File: config.mk
export PLATFORM = sky130hd
export DESIGN_NAME = hazard_ctrl
export DESIGN_NICKNAME = d
export VERILOG_FILES = /design/src/rtl/cpu_types_pkg.sv /design/src/rtl/fwd_select.sv /design/src/rtl/hazard_ctrl.sv
export SDC_FILE = /design/constraint.sdc
export NUM_CORES = 1
export LEC_CHECK = 0
export ABC_CLOCK_PERIOD_IN_PS = 3300
export CAP_MARGIN = 15
export CORE_MARGIN = 8
export CORE_UTILIZATION = 37
export DETAILED_ROUTE_END_ITERATION = 8
export PLACE_DENSITY = 0.95
export SLEW_MARGIN = 40
export SYNTH_ARGS = -nofsm -noshare
export SYNTH_HDL_FRONTEND = slang
export SYNTH_SLANG_ARGS = --single-unit
File: constraint.sdc
create_clock -name CLK -period 3.3 [get_ports CLK]
set_input_delay 0.33 -clock CLK [delete_from_list [all_inputs] [get_ports CLK]]
set_output_delay 0.33 -clock CLK [all_outputs]
set_load 0.05 [all_outputs]
File: src/rtl/cpu_types_pkg.sv
// rtl/cpu_types_pkg.sv - shared register-field, hazard FSM and counter types for the MIPS core
package cpu_types_pkg;

  typedef logic [4:0] regbits_t;

  localparam int HZ_CNT_W = 3;

  typedef enum logic [1:0] {
    HZ_RUN   = 2'd0,
    HZ_LU    = 2'd1,
    HZ_WAIT  = 2'd2,
    HZ_FLUSH = 2'd3
  } hz_state_t;

  // $0 is hard-wired, so a write to it never produces a forwardable value
  function automatic logic fwd_hit(input logic used, input regbits_t src,
                                   input logic wr, input regbits_t dst);
    return used && (src != 5'd0) && wr && (dst == src);
  endfunction

endpackage

File: src/rtl/fwd_select.sv
// rtl/fwd_select.sv - lowest-index forwarding source match for one EX operand
module fwd_select
  import cpu_types_pkg::*;
#(
  parameter int NFWD = 2,
  localparam int FW = $clog2(NFWD + 1)
) (
  input  regbits_t              i_src,
  input  logic                  i_used,
  input  logic [NFWD*5-1:0]     i_wsel,
  input  logic [NFWD-1:0]       i_regwrite,
  output logic [FW-1:0]         o_sel
);

  // Scan farthest to nearest so the nearest matching source is written last
  always_comb begin
    o_sel = '0;
    for (int k = NFWD - 1; k >= 0; k--) begin
      if (fwd_hit(i_used, i_src, i_regwrite[k], i_wsel[k*5 +: 5])) begin
        o_sel = FW'(k + 1);
      end
    end
  end

endmodule

File: src/rtl/hazard_ctrl.sv
// rtl/hazard_ctrl.sv - forwarding select plus load-use/dcache-miss/branch stall FSM
// Optional HAZARD_STATS_EN adds saturating lu_stalls/br_flushes/dwait_cycles counters.
module hazard_ctrl
  import cpu_types_pkg::*;
#(
  parameter int CPUS   = 1,
  parameter int CPUID  = 0,
  parameter int NFWD   = 2,
  parameter int LU_CYC = 1,
  parameter int BR_LAT = 0,
  localparam int FW = $clog2(NFWD + 1)
) (
  input  logic              CLK,
  input  logic              nRST,
  input  regbits_t          ex_rs,
  input  regbits_t          ex_rt,
  input  logic              ex_rs_used,
  input  logic              ex_rt_used,
  input  logic [NFWD*5-1:0] fwd_wsel,
  input  logic [NFWD-1:0]   fwd_regwrite,
  input  regbits_t          id_rs,
  input  regbits_t          id_rt,
  input  logic              id_rs_used,
  input  logic              id_rt_used,
  input  regbits_t          ex_wsel,
  input  logic              ex_regwrite,
  input  logic              ex_memread,
  input  logic              dmem_req,
  input  logic              dhit,
  input  logic              ihit,
  input  logic              branch_taken,
  output logic [FW-1:0]     forwardA,
  output logic [FW-1:0]     forwardB,
  output logic              pipe_en,
  output logic              stall_if,
  output logic              stall_id,
  output logic              flush_id,
  output logic              bubble_ex,
  output logic              flush_ex,
  output hz_state_t         hz_state
`ifdef HAZARD_STATS_EN
  ,
  output logic [31:0]       lu_stalls,
  output logic [31:0]       br_flushes,
  output logic [31:0]       dwait_cycles
`endif
);

  localparam logic [HZ_CNT_W-1:0] LU_LOAD = HZ_CNT_W'((LU_CYC > 1) ? LU_CYC - 2 : 0);
  localparam logic [HZ_CNT_W-1:0] BR_LOAD = HZ_CNT_W'((BR_LAT > 0) ? BR_LAT - 1 : 0);

  if (CPUID >= CPUS) begin : g_bad_cpuid
  end

  hz_state_t             r_state, w_next_state;
  logic [HZ_CNT_W-1:0]   r_cnt, w_next_cnt;
  logic [FW-1:0]         w_fwd_a, w_fwd_b;
  logic                  w_miss, w_lu_hz;
  logic                  w_pipe_en, w_stall_if, w_stall_id, w_flush_id, w_bubble_ex, w_flush_ex;

  fwd_select #(.NFWD(NFWD)) u_fwd_a (
    .i_src(ex_rs), .i_used(ex_rs_used), .i_wsel(fwd_wsel),
    .i_regwrite(fwd_regwrite), .o_sel(w_fwd_a)
  );

  fwd_select #(.NFWD(NFWD)) u_fwd_b (
    .i_src(ex_rt), .i_used(ex_rt_used), .i_wsel(fwd_wsel),
    .i_regwrite(fwd_regwrite), .o_sel(w_fwd_b)
  );

  assign w_miss  = dmem_req && !dhit;
  assign w_lu_hz = ex_memread && ex_regwrite && (ex_wsel != 5'd0) &&
                   ((id_rs_used && (id_rs == ex_wsel)) || (id_rt_used && (id_rt == ex_wsel)));

  always_ff @(posedge CLK or posedge nRST) begin
    if (nRST) begin
      r_state <= HZ_RUN;
      r_cnt   <= '0;
    end else begin
      r_state <= w_next_state;
      r_cnt   <= w_next_cnt;
    end
  end

  always_comb begin
    w_next_state = r_state;
    w_next_cnt   = r_cnt;
    case (r_state)
      HZ_RUN: begin
        if (w_miss) begin
          w_next_state = HZ_WAIT;
        end else if (branch_taken) begin
          if (BR_LAT > 0) begin
            w_next_state = HZ_FLUSH;
            w_next_cnt   = BR_LOAD;
          end
        end else if (w_lu_hz) begin
          if (LU_CYC > 1) begin
            w_next_state = HZ_LU;
            w_next_cnt   = LU_LOAD;
          end
        end
      end
      HZ_LU: begin
        if (w_miss) begin
          w_next_state = HZ_WAIT;
          w_next_cnt   = '0;
        end else if (r_cnt == '0) begin
          w_next_state = HZ_RUN;
        end else begin
          w_next_cnt = r_cnt - 1'b1;
        end
      end
      HZ_WAIT: begin
        if (dhit) w_next_state = HZ_RUN;
      end
      HZ_FLUSH: begin
        if (r_cnt == '0) w_next_state = HZ_RUN;
        else             w_next_cnt   = r_cnt - 1'b1;
      end
      default: w_next_state = HZ_RUN;
    endcase
  end

  always_comb begin
    w_pipe_en   = 1'b1;
    w_stall_if  = 1'b0;
    w_stall_id  = 1'b0;
    w_flush_id  = 1'b0;
    w_bubble_ex = 1'b0;
    w_flush_ex  = 1'b0;
    case (r_state)
      HZ_RUN: begin
        if (w_miss) begin
          w_pipe_en = 1'b0;
        end else if (branch_taken) begin
          w_flush_id  = 1'b1;
          w_bubble_ex = 1'b1;
          w_flush_ex  = 1'b1;
        end else if (w_lu_hz) begin
          w_stall_if  = 1'b1;
          w_stall_id  = 1'b1;
          w_bubble_ex = 1'b1;
        end else if (!ihit) begin
          w_stall_if = 1'b1;
          w_flush_id = 1'b1;
        end
      end
      HZ_LU: begin
        w_stall_if  = 1'b1;
        w_stall_id  = 1'b1;
        w_bubble_ex = 1'b1;
      end
      HZ_WAIT:  w_pipe_en  = dhit;
      HZ_FLUSH: w_flush_id = 1'b1;
      default:  w_pipe_en  = 1'b1;
    endcase
  end

  // Reset forces every control low combinationally, so an abort takes effect without waiting for a clock
  assign pipe_en   = w_pipe_en   && !nRST;
  assign stall_if  = w_stall_if  && !nRST;
  assign stall_id  = w_stall_id  && !nRST;
  assign flush_id  = w_flush_id  && !nRST;
  assign bubble_ex = w_bubble_ex && !nRST;
  assign flush_ex  = w_flush_ex  && !nRST;
  assign forwardA  = nRST ? '0 : w_fwd_a;
  assign forwardB  = nRST ? '0 : w_fwd_b;
  assign hz_state  = r_state;

`ifdef HAZARD_STATS_EN
  logic [31:0] r_lu_stalls, r_br_flushes, r_dwait_cycles;

  // A bubble without flush_ex can only come from a load-use stall; flush_ex marks a taken branch
  always_ff @(posedge CLK or posedge nRST) begin
    if (nRST) begin
      r_lu_stalls    <= '0;
      r_br_flushes   <= '0;
      r_dwait_cycles <= '0;
    end else begin
      if (bubble_ex && !flush_ex && (r_lu_stalls != '1)) r_lu_stalls <= r_lu_stalls + 1'b1;
      if (flush_ex && (r_br_flushes != '1))              r_br_flushes <= r_br_flushes + 1'b1;
      if (!pipe_en && (r_dwait_cycles != '1))            r_dwait_cycles <= r_dwait_cycles + 1'b1;
    end
  end

  assign lu_stalls    = r_lu_stalls;
  assign br_flushes   = r_br_flushes;
  assign dwait_cycles = r_dwait_cycles;
`endif

endmodule

==> results of run 1 <==
[cells by family (layout without fill, tap and decap cells)]
kind of cell	Yosys count	in the layout
buffers and inverters	8	72
AO/OA/AOI/OAI	18	18
flip-flops	5	5
AND/OR/NAND/NOR	42	42
adder cells (fa/ha/maj)	6	6
XOR/XNOR	31	31
multiplexers	1	1
[layer usage]
layer | routed length (um) | vias to the layer above | part of all wire (%)
li1 | - | 517 | -
met1 | 1229 | 458 | 39
met2 | 1581 | 54 | 51
met3 | 293 | 2 | 9.4
met4 | 23 | 0 | 0.74
met5 | 0 | - | 0
[Yosys cell counts, types with 2 or more instances]
library cell              number  area [um2]
sky130_fd_sc_hd__a21oi_1       3       15.01
sky130_fd_sc_hd__and2_1        2       12.51
sky130_fd_sc_hd__dfrtp_1       5       125.1
sky130_fd_sc_hd__ha_1          6       75.07
sky130_fd_sc_hd__inv_1         8       30.03
sky130_fd_sc_hd__nand2_1       5       18.77
sky130_fd_sc_hd__nand3_1       5       25.02
sky130_fd_sc_hd__nand4_1       2       12.51
sky130_fd_sc_hd__nor2_1       10       37.54
sky130_fd_sc_hd__nor2b_1       3       18.77
sky130_fd_sc_hd__nor3_1        4       20.02
sky130_fd_sc_hd__nor3b_1       2       15.01
sky130_fd_sc_hd__nor4_1        4       25.02
sky130_fd_sc_hd__o21ai_0       5       25.02
sky130_fd_sc_hd__or4_1         2       15.01
sky130_fd_sc_hd__xnor2_1      15       131.4
sky130_fd_sc_hd__xor2_1       16       140.1
[layout make-up]
class | count | area, um2
multi-input combinational | 98 | 696.9
tap | 28 | 35.03
clock buffer | 4 | 26.28
sequential | 5 | 125.1
timing repair buffer | 60 | 600.6
inverter | 8 | 30.03
fill | 187 | 676.9
[worst max path at each step]
stage | start | endpoint | slack [ns] | depth (start not counted)
after floorplan | hz_state[0] | stall_id | 0.58 | 5
final | ex_wsel[0] | flush_id | 0.43 | 6
after global routing | hz_state[1] | flush_id | 0.29 | 7
after CTS | ex_wsel[0] | flush_id | 0.43 | 6
after global placement | ex_wsel[0] | flush_id | 0.45 | 6
after detailed placement | ex_wsel[0] | flush_id | 0.44 | 6
[stage by stage]
stage          hold WS, ns  setup slack, ns
2_1_floorplan       0.1300           0.5803
3_3_place_gp        0.4618           0.4511
3_5_place_dp        0.4892           0.4363
4_1_cts             0.4965           0.4301
5_1_grt             0.5150           0.2913
6_report            0.4966           0.4344
[registers in the layout (all words and copies together) (netlist names)]
name      cells
r_cnt         3
hz_state      2
[power by group]
part	switching, mW	internal (mW)
Combinational	0.144	0.133
Sequential	0.00684	0.0672
Clock	0.0289	0.0459
[cell usage in the layout (no fill, tap or decap), drive strengths merged]
| cell type | Yosys | final |
|---|---|---|
| nor2 | 10 | 10 |
| o22ai | 1 | 1 |
| or4 | 2 | 2 |
| ha | 6 | 6 |
| a31oi | 1 | 1 |
| a21boi | 1 | 1 |
| o311a | 1 | 1 |
| nor2b | 3 | 3 |
| nand2b | 1 | 1 |
| nand2 | 5 | 5 |
| clkdlybuf4s50 | 0 | 60 |
| clkbuf | 0 | 4 |
| o21bai | 1 | 1 |
| dfrtp | 5 | 5 |
| nor3 | 4 | 4 |
| a211oi | 1 | 1 |
| or3 | 1 | 1 |
| nor3b | 2 | 2 |
| nand4 | 2 | 2 |
| mux2i | 1 | 1 |
| nand3 | 5 | 5 |
| o31a | 1 | 1 |
| inv | 8 | 8 |
| xnor2 | 15 | 15 |
| xor2 | 16 | 16 |
| o21ai | 5 | 5 |
| o32ai | 1 | 1 |
| o32a | 1 | 1 |
| o41ai | 1 | 1 |
| and3 | 1 | 1 |
| nor4 | 4 | 4 |
| a21oi | 3 | 3 |
| and2 | 2 | 2 |
==> summary by stage, run 1 <==
Cells and area
Excluding fillers, the count of instances in the completed layout stands at 203. The summed area of non-filler cells in the final layout is 1514 um2. The area growth from synthesis to layout is 77.68%. The utilization of the core after routing is 69.10%. Cells with a size suffix above 1 make up 1.714% of the layout. The net total in the final layout is 231. The number of diodes is 0.

Detailed routing
The per-cell routed wire length is 15.41 um. The first-iteration detailed-routing DRC count is 21. Once detail routing completed, the nets flagged for antenna violations numbered 0.

The residual DRC count is 0. The via count is 1031. The ratio of routed vias to standard cells is 5.079.

The iteration count of the initial detailed-routing pass is 4. For this block, the routed nets add up to 3.128 mm of wire.

Worst setup path
The required time of the critical path is 2.97 ns. The startpoint identified for the worst register-to-register timing path is hz_state[1]. For this design, the slowest cell found on the critical path is sky130_fd_sc_hd__clkdlybuf4s50_1. Measured in cells, the most critical reg-to-reg path has a length of 7. The kind of critical path is in2out. STA classifies the critical path startpoint as a primary input. The critical path goes through clkdlybuf4s50_1 > or3_1 > o311a_1 > nand2_1 > o31a_1 > clkdlybuf4s50_1.

Together, buffers and inverters on the worst path number 2. The critical-path maximum fanout is 3. The worst setup slack for register-to-register paths is 1.56 ns. The worst path arrival time is 2.54 ns. The critical path endpoint category is a primary output. The worst reg2reg path endpoint is hz_state[0]. The most numerous cell type found on the critical path is sky130_fd_sc_hd__clkdlybuf4s50_1. The delay of the slowest cell on the worst path is 0.80 ns. On the critical path the largest part of the delay comes from buffers and inverters.

Synthesis
The synthesis-stage register bit count is 5. Summing the areas of all and, or, nand and nor instances in the mapped netlist gives 25.70% of the synthesized area. For this run, asynchronously set or reset flops after synthesis account for 100.0%. The gate count after technology mapping is 111.

By area, the combinational part of the netlist is dominated by XOR/XNOR gates. When the netlist entered floorplanning its net count stood at 166. The post-synthesis xor/xnor area fraction is 31.86%. The synthesized netlist devotes 8.811% of its cell area to adder and majority cells. Yosys mapped the design onto 31 distinct sky130hd cell types. The synthesized area divided by synthesized cell count is 7.676 um2.

For this run, the register share of the synthesized area comes to 14.68%. In the synthesized netlist the dominant register cell turns out to be sky130_fd_sc_hd__dfrtp_1. The summed instance area of the synthesized netlist is 852.1 um2. The post-synthesis mux area share is 1.175%.

Yosys mapped a number of flops with a built-in enable equal to 0. During synthesis, Yosys emitted a total of 0 warnings. The synthesized netlist devotes 14.24% of its cell area to compound gates.

Clocking
Once the clock tree was built, the resizer swapped 0 gates to a different size. The sink count of the clock tree is 5. The H-tree level count is 1.

The clock tree root buffer cell is sky130_fd_sc_hd__clkbuf_4. The clock transition at the register clock pins on the worst setup and hold paths after CTS is 0.05 ns. After clock tree synthesis, the setup repair step added 0 buffers. At the later pin of the worst-skew pair, clock insertion delay measures 0.25 ns. TritonCTS built the clock tree.

The number of hold buffers added after cts is 0. The number of clock buffers added by TritonCTS is 3. The maximum clock insertion buffer count is 2.

Place
The count of port buffers added during placement is 60. The cell count after placement is 199. Once placement finished, the instance area stood at 1488 um2. The placer congestion estimate is 0.8578. The estimated wirelength of the detail-placed design is 2.724 mm.

Timing
The final count of hold timing violations is 0. The transition time at the pin with the least slew margin is 0.5297 ns. The maximum clock skew at final layout is 0.01030 ns.

For this run, the top clock speed supported by timing is 0.3490 GHz. The share of the clock period used by the worst path after layout is 86.84%. Setup repair after global routing left no endpoint under its margin.

The setup total negative slack is 0 ns. The count of pins over their slew limit came to 0. The worst pin sits at a relative slew slack of 64.58%. The final-report setup violation count is 0. The worst path needs 2.866 ns of the cycle, external delays included.

GRT
Global routing used 14.14% of the available met1 tracks. Entering global routing, the biggest net connects 9 pins. Global routing consumed, on the met3 layer, 5.575% of the routing resources. The layer flagged by global routing as most heavily used is met2. The total congestion overflow after global routing is 0. The first-pass GRT wire length is 4.981 mm. The number of global-route vias before repair is 1179. The initial antenna violation count is 0. The met2 usage in global routing is 27.35%. Global routing consumed, over all layers together, 14.71% of the routing resources.

Die
The boundary pin count is 61. Measured along the y axis, the die boundary spans 63.99 um. The core outline area is 2191 um2. The floorplan step set the die width to 63.99 um. The floorplan step defined a die boundary enclosing 4095 um2. The effective utilization at floorplan is 38.89%. The site row count is 17.

Min path
The class of the worst hold path is reg2reg. Counting instances, the worst hold path has a depth of 1. The launch point of the worst hold path is r_cnt[2]. The endpoint of the worst hold path is r_cnt[2].

Pwr
VDD sags by at most 0.1734 mV. For this design the static power due to leakage is 0.5897 nW. For this design the ratio of total power to cell area is 281.3 nW/um2.

The post-route total power is 0.4259 mW.

Outcome
The run finished with clean final reports.

Run
The count of maximum capacitance violations is 0.
No activity file was read; power rests on OpenSTA's default activity.
==> run 2: changes to the inputs <==
--- a/config.mk
+++ b/config.mk
@@ -9,6 +9,7 @@
 export CAP_MARGIN = 15
 export CORE_MARGIN = 8
 export CORE_UTILIZATION = 37
+export CTS_CLUSTER_SIZE = 40
 export DETAILED_ROUTE_END_ITERATION = 8
 export PLACE_DENSITY = 0.95
 export SLEW_MARGIN = 40
==> results of run 2 <==
No change in the layout: final DEF, timing and power equal those of run 1.
